File: src/rtl/edge_detector_pkg.sv
// Shared types and size helpers for the edge-detector control path.
// Sizes are derived from the image and kernel parameters.
package edge_detector_pkg;

    typedef enum logic [2:0] {
        IDLE,
        LOAD,
        CONV,
        WRITE,
        OUT,
        DONE
    } seqState_t;

    // Number of valid kernel positions along one image axis.
    function automatic int calcOutDim(input int imgSize, input int kSize);
        return imgSize - kSize + 1;
    endfunction

    // Used for NPIX, NOUT and NTAP.
    function automatic int calcArea(input int xSize, input int ySize);
        return xSize * ySize;
    endfunction

    // Width of a counter running 0..count-1; never narrower than one bit.
    function automatic int cntWidth(input int count);
        return (count > 1) ? $clog2(count) : 1;
    endfunction

endpackage

File: src/rtl/edge_detector_window_counter.sv
// Nested kernel-tap (kx inner, ky outer) and output-window (ox inner, oy outer) counters.
// step advances one tap; winStep advances the window once its taps have wrapped.
module edge_detector_window_counter
    import edge_detector_pkg::*;
#(
    parameter int KX_SIZE = 3,
    parameter int KY_SIZE = 3,
    parameter int OUT_X   = 98,
    parameter int OUT_Y   = 98,
    parameter int KXW     = cntWidth(KX_SIZE),
    parameter int KYW     = cntWidth(KY_SIZE),
    parameter int OXW     = cntWidth(OUT_X),
    parameter int OYW     = cntWidth(OUT_Y)
) (
    input  logic           clk_i,
    input  logic           rst_i,
    input  logic           clear,
    input  logic           step,
    input  logic           winStep,
    output logic [KXW-1:0] kx,
    output logic [KYW-1:0] ky,
    output logic [OXW-1:0] ox,
    output logic [OYW-1:0] oy,
    output logic           tapFirst,
    output logic           tapLast,
    output logic           winLast
);

    logic kxLast, kyLast, oxLast, oyLast;

    assign kxLast   = (kx == KXW'(KX_SIZE - 1));
    assign kyLast   = (ky == KYW'(KY_SIZE - 1));
    assign oxLast   = (ox == OXW'(OUT_X - 1));
    assign oyLast   = (oy == OYW'(OUT_Y - 1));
    assign tapFirst = (kx == '0) && (ky == '0);
    assign tapLast  = kxLast && kyLast;
    assign winLast  = oxLast && oyLast;

    always_ff @(posedge clk_i or negedge rst_i) begin
        if (!rst_i) begin
            kx <= '0;
            ky <= '0;
            ox <= '0;
            oy <= '0;
        end else if (clear) begin
            kx <= '0;
            ky <= '0;
            ox <= '0;
            oy <= '0;
        end else begin
            if (step) begin
                if (kxLast) begin
                    kx <= '0;
                    ky <= kyLast ? '0 : ky + 1'b1;
                end else begin
                    kx <= kx + 1'b1;
                end
            end
            // The last window wraps to (0,0) so the next frame starts clean.
            if (winStep) begin
                if (oxLast) begin
                    ox <= '0;
                    oy <= oyLast ? '0 : oy + 1'b1;
                end else begin
                    ox <= ox + 1'b1;
                end
            end
        end
    end

endmodule

File: src/rtl/edge_detector_sequencer.sv
// Frame sequencer for the edge-detection datapath: load, convolve/write, stream out.
// All strobes and addresses decode from registered state and counters.
module edge_detector_sequencer
    import edge_detector_pkg::*;
#(
    parameter int KX_SIZE    = 3,
    parameter int KY_SIZE    = 3,
    parameter int IMG_X_SIZE = 100,
    parameter int IMG_Y_SIZE = 100,
    localparam int OUT_X = calcOutDim(IMG_X_SIZE, KX_SIZE),
    localparam int OUT_Y = calcOutDim(IMG_Y_SIZE, KY_SIZE),
    localparam int NPIX  = calcArea(IMG_X_SIZE, IMG_Y_SIZE),
    localparam int NOUT  = calcArea(OUT_X, OUT_Y),
    localparam int NTAP  = calcArea(KX_SIZE, KY_SIZE),
    localparam int AW    = $clog2(NPIX),
    localparam int GW    = $clog2(NOUT),
    localparam int KW    = $clog2(NTAP)
) (
    input  logic          clk_i,
    input  logic          rst_i,
    input  logic          start_i,
    input  logic          pixel_valid_i,
    output logic          busy_o,
    output logic          done_o,
    output logic          memImgWr_o,
    output logic [AW-1:0] imgAddr_o,
    output logic [KW-1:0] kernelIdx_o,
    output logic          accClear_o,
    output logic          accEn_o,
    output logic          memGwr_o,
    output logic [GW-1:0] memGaddr_o,
    output logic          outValid_o,
    input  logic          outReady_i
);

    localparam int KXW = cntWidth(KX_SIZE);
    localparam int KYW = cntWidth(KY_SIZE);
    localparam int OXW = cntWidth(OUT_X);
    localparam int OYW = cntWidth(OUT_Y);

    localparam logic [AW-1:0] IMG_X_A = AW'(IMG_X_SIZE);
    localparam logic [KW-1:0] KX_K    = KW'(KX_SIZE);
    localparam logic [GW-1:0] OUT_X_G = GW'(OUT_X);

    seqState_t      state, nextState;
    logic [AW-1:0]  loadCnt;
    logic [GW-1:0]  outCnt;
    logic           frameClear, tapStep, winStep, loadInc, outInc;
    logic [KXW-1:0] kx;
    logic [KYW-1:0] ky;
    logic [OXW-1:0] ox;
    logic [OYW-1:0] oy;
    logic           tapFirst, tapLast, winLast;

    edge_detector_window_counter #(
        .KX_SIZE(KX_SIZE),
        .KY_SIZE(KY_SIZE),
        .OUT_X  (OUT_X),
        .OUT_Y  (OUT_Y),
        .KXW    (KXW),
        .KYW    (KYW),
        .OXW    (OXW),
        .OYW    (OYW)
    ) winCnt (
        .clk_i   (clk_i),
        .rst_i   (rst_i),
        .clear   (frameClear),
        .step    (tapStep),
        .winStep (winStep),
        .kx      (kx),
        .ky      (ky),
        .ox      (ox),
        .oy      (oy),
        .tapFirst(tapFirst),
        .tapLast (tapLast),
        .winLast (winLast)
    );

    always_ff @(posedge clk_i or negedge rst_i) begin
        if (!rst_i) begin
            state   <= IDLE;
            loadCnt <= '0;
            outCnt  <= '0;
        end else begin
            state <= nextState;
            if (frameClear) begin
                loadCnt <= '0;
                outCnt  <= '0;
            end else begin
                if (loadInc) loadCnt <= loadCnt + 1'b1;
                if (outInc)  outCnt  <= outCnt + 1'b1;
            end
        end
    end

    always_comb begin
        nextState   = state;
        busy_o      = 1'b1;
        done_o      = 1'b0;
        memImgWr_o  = 1'b0;
        imgAddr_o   = '0;
        kernelIdx_o = '0;
        accClear_o  = 1'b0;
        accEn_o     = 1'b0;
        memGwr_o    = 1'b0;
        memGaddr_o  = '0;
        outValid_o  = 1'b0;
        frameClear  = 1'b0;
        tapStep     = 1'b0;
        winStep     = 1'b0;
        loadInc     = 1'b0;
        outInc      = 1'b0;
        case (state)
            IDLE: begin
                busy_o = 1'b0;
                if (start_i) begin
                    frameClear = 1'b1;
                    nextState  = LOAD;
                end
            end
            LOAD: begin
                memImgWr_o = pixel_valid_i;
                imgAddr_o  = loadCnt;
                loadInc    = pixel_valid_i;
                if (pixel_valid_i && loadCnt == AW'(NPIX - 1)) nextState = CONV;
            end
            CONV: begin
                accEn_o     = 1'b1;
                accClear_o  = tapFirst;
                kernelIdx_o = KW'(ky) * KX_K + KW'(kx);
                imgAddr_o   = (AW'(oy) + AW'(ky)) * IMG_X_A + AW'(ox) + AW'(kx);
                tapStep     = 1'b1;
                if (tapLast) nextState = WRITE;
            end
            WRITE: begin
                memGwr_o   = 1'b1;
                memGaddr_o = GW'(oy) * OUT_X_G + GW'(ox);
                winStep    = 1'b1;
                nextState  = winLast ? OUT : CONV;
            end
            OUT: begin
                outValid_o = 1'b1;
                memGaddr_o = outCnt;
                outInc     = outReady_i;
                if (outReady_i && outCnt == GW'(NOUT - 1)) nextState = DONE;
            end
            DONE: begin
                done_o    = 1'b1;
                nextState = IDLE;
            end
            default: nextState = IDLE;
        endcase
    end

endmodule

File: config.mk
export PLATFORM = sky130hd
export DESIGN_NAME = edge_detector_sequencer
export DESIGN_NICKNAME = d
export VERILOG_FILES = /design/src/rtl/edge_detector_pkg.sv /design/src/rtl/edge_detector_window_counter.sv /design/src/rtl/edge_detector_sequencer.sv
export SDC_FILE = /design/constraint.sdc
export NUM_CORES = 1
export LEC_CHECK = 0
export CAP_MARGIN = 20
export CELL_PAD_IN_SITES_DETAIL_PLACEMENT = 0
export CELL_PAD_IN_SITES_GLOBAL_PLACEMENT = 1
export CORE_ASPECT_RATIO = 1.1
export CORE_MARGIN = 2
export CORE_UTILIZATION = 49
export CTS_CLUSTER_DIAMETER = 30
export DETAILED_ROUTE_END_ITERATION = 12
export PLACE_DENSITY = 0.88
export RECOVER_POWER = 50
export REMOVE_ABC_BUFFERS = 1
export SLEW_MARGIN = 20
export SYNTH_ARGS = -nofsm -noshare
export SYNTH_HDL_FRONTEND = slang
export SYNTH_SLANG_ARGS = --single-unit
File: constraint.sdc
create_clock -name clk_i -period 13.5 [get_ports clk_i]
set_input_delay 2.025 -clock clk_i [delete_from_list [all_inputs] [get_ports clk_i]]
set_output_delay 2.025 -clock clk_i [all_outputs]
set_load 0.05 [all_outputs]
==> impl_metrics.json <==
{
  "cts-root-buf": "clkbuf_8",
  "cp-start-kind": "register",
  "synth_mux_area_share_pct": 0,
  "synth_top_family_by_area": "adder cells",
  "synth_flop_cell": "dfrtp_1",
  "syn_inst": 584,
  "tns_ns": 0,
  "finalSetupViolCount": 0,
  "grt_use_met1_pct": 27.80,
  "cts_tree": "yes",
  "hp-class": "register to register",
  "finalWirelength_microns": 11520,
  "antenna_found_initial": 0,
  "setup_slack_ns": 5.793,
  "placed_area_sq_um": 5538,
  "fin_crit_sh_pct": 57.09,
  "cts.sinks": 49,
  "synth_cell_types": 61,
  "finClkSkew_ns": 0.01617,
  "p_leak_nw": 2.757,
  "start_util_pct": 50.57,
  "fp.dieArea_sq_um": 11080,
  "drt_drc_violations_left": 0,
  "htree_levels": 2,
  "busiest_layer": "met2",
  "fin_crit_ns": 7.707,
  "cts.reportedPaths.clkPinSlew_ns": 0.10,
  "overflow": 0,
  "crit_type": "register to output port",
  "core_area_sq_um": 9937,
  "synth-async-reset-ratio_pct": 100.0,
  "cp_max_fo": 10,
  "grtUsageTotal_pct": 22.14,
  "fp-row-count": 38,
  "hpwl_microns": 8952,
  "met3_usage_pct": 3.153,
  "yosysTopAreaCellShare_pct": 24.40,
  "yosys.area_share.simple_pct": 21.89,
  "drtIter0Drc": 104,
  "hold_viol": 0,
  "via_per_inst": 5.735,
  "critPathSlowestCell": "clkdlybuf4s50_1",
  "cp_common_cell": "ha_1",
  "synthAdderAreaFrac_pct": 23.90,
  "synthXorXnorAreaFrac_pct": 10.11,
  "cpPeakStageDelay_ns": 0.79,
  "synth-warning-count": 0,
  "max_slew.worst_pin.slew_ns": 2.795,
  "whs_ns": 0.5502,
  "place_ws_ns": 6.136,
  "slew_violations": 84,
  "slew_headroom_pct": -86.31,
  "endpoint_kind": "output port",
  "outcome": "complete, but fails checks",
  "grt_pass1_wl_microns": 19960,
  "antenna_left": 0,
  "die_h_microns": 110.2,
  "vias": 4250,
  "synth-compound-area-share_pct": 14.77,
  "clk-insertion-delay-late_ns": 0.31,
  "avgRoutedWirePerCell_microns": 15.55,
  "fin_util_pct": 56.43,
  "fmax_ghz": 0.1297,
  "crit_chain": "ha_1 > fa_1 > xor2_1 > ha_1 > ha_1 > inv_1 > fa_1 > inv_1 > ha_1 > and3_1 > a2111o_1 > xor2_1 > nand4_1 > nor3_1 > xnor2_1 > a22o_1 > clkdlybuf4s50_1",
  "synth_edf_count": 0,
  "io_buffer_count": 43,
  "cp.required_ns": 11.48,
  "powerDensity_nw_per_um2": 185.4,
  "final_area_sq_um": 5608,
  "synth.avg_cell_area_sq_um": 8.604,
  "stdcell_count": 741,
  "grt_max_degree": 50,
  "drt-pass1-iter-count": 4,
  "failed_checks": "max-capacitance violations, max-slew violations",
  "cts_hold_buffers": 0,
  "post-place-cells": 733,
  "rsz0062_at_grt": "false",
  "use_met2_pct": 39.79,
  "power.total_mw": 1.040,
  "layout-drive-gt1-share_pct": 3.221,
  "diodes": 0,
  "vdd_drop_max_uv": 98.58,
  "finalNetCount": 715,
  "critPathArrivalTime_ns": 5.68,
  "cts_resized": 0,
  "synth_area_sq_um": 5025,
  "die_w_microns": 100.6,
  "ys_ff_latch": 49,
  "gp_congestion": 0.8467,
  "first_global_vias": 4262,
  "yosysSeqAreaShare_pct": 24.40,
  "io_pins": 44,
  "synth_top_area_cell": "dfrtp_1",
  "max_cap_viol_count": 2,
  "cts_setup_buffers": 0,
  "clock_path_buffers": 2,
  "syn_to_final_growth_pct": 11.60,
  "synth.area.top_cells": "dfrtp_1 (24%), ha_1 (20%), xor2_1 (5.9%)",
  "cts_made_buffers": 5
}
placed cells by master, fill, tap and decap left out, types with 3 or more instances in the layout:
cell type        count
a21boi_0             3
a211o_1              3
and2_1               7
nand3_1             26
dfrtp_1             49
nor2_1              52
a21o_1               7
nand4_1              9
a21oi_1             26
and3_1              11
clkbuf_8             5
o21ai_0             38
inv_1               43
nand3b_1             3
nor3_1              13
nor2b_1              6
nand2b_1             5
o31ai_1              7
nor4b_1              4
xnor2_1             24
fa_1                10
a22o_1               8
xor2_1              34
clkdlybuf4s50_1     41
or2_2                3
ha_1                80
or3_1                9
nand2_1             53
cell usage after synthesis, types with 3 or more instances:
| master | count |
|---|---|
| clkbuf_1 | 12 |
| inv_1 | 43 |
| a21oi_1 | 25 |
| nand2b_1 | 5 |
| xor2_1 | 34 |
| o31ai_1 | 7 |
| and3_1 | 11 |
| ha_1 | 80 |
| or2_2 | 3 |
| a21boi_0 | 3 |
| nand2_1 | 53 |
| nor2_1 | 52 |
| a21o_1 | 7 |
| nor3_1 | 13 |
| a211o_1 | 3 |
| nor4b_1 | 3 |
| nand3b_1 | 3 |
| xnor2_1 | 24 |
| nand4_1 | 9 |
| a22o_1 | 8 |
| or3_1 | 9 |
| and2_1 | 7 |
| o21ai_0 | 37 |
| nand3_1 | 26 |
| nor2b_1 | 6 |
| fa_1 | 10 |
| dfrtp_1 | 49 |
metal layers:
layer	vias up	routed length, microns
met2	76	5678
met1	2038	5350
li1	2125	-
met3	11	355
met4	0	137
met5	-	0
area by class of cell:
class	count	area [sq um]
Clock buffer	5	68.82
Clock inverter	3	21.27
Fill cell	924	4329
Inverter	44	165.2
Multi-Input combinational cell	475	3543
Sequential cell	49	1226
Tap cell	120	150.1
Timing Repair Buffer	45	432.9
worst paths after layout:
check	slack [ns]	end	cells past startpoint	start
setup / recovery	5.79	imgAddr_o[13]	17	winCnt.oy[0]
hold / removal	0.55	outCnt[0]	1	outCnt[0]
setup reg to reg	10.14	loadCnt[11]	7	state[1]
hold reg to reg	0.55	outCnt[0]	1	outCnt[0]
max in group asynchronous	9.22	loadCnt[7]	2	rst_i
min in group asynchronous	2.70	winCnt.oy[5]	2	rst_i
sequential cells by signal, indices dropped and copies added, names as in the netlist:
signal,count
winCnt.ky,2
outCnt,14
winCnt.oy,7
state,3
loadCnt,14
winCnt.kx,2
winCnt.ox,7
cells by family (layout without fill, tap and decap cells):
group | count (synthesis) | in the layout
AO/OA/AOI/OAI | 112 | 112
XOR/XNOR | 58 | 58
AND/OR/NAND/NOR | 215 | 215
buffers and inverters | 60 | 97
adder cells (fa/ha/maj) | 90 | 90
flip-flops | 49 | 49
critical path, delay by kind of cell (launching register included):
family,cells,cell delay [ns]
XOR/XNOR,3,0.66
adder cells (fa/ha/maj),6,2.16
AO/OA/AOI/OAI,2,0.58
AND/OR/NAND/NOR,3,0.59
flip-flops,1,0.51
buffers and inverters,3,0.88
where the power goes:
group	leakage [nW]	internal [mW]	switching, mW	total (mW)
sequential	0.669	0.167	0.0463	0.213
clock	0.0445	0.0369	0.0545	0.0914
combinational	2.04	0.272	0.464	0.735
Power figures use the tool's default switching activity.
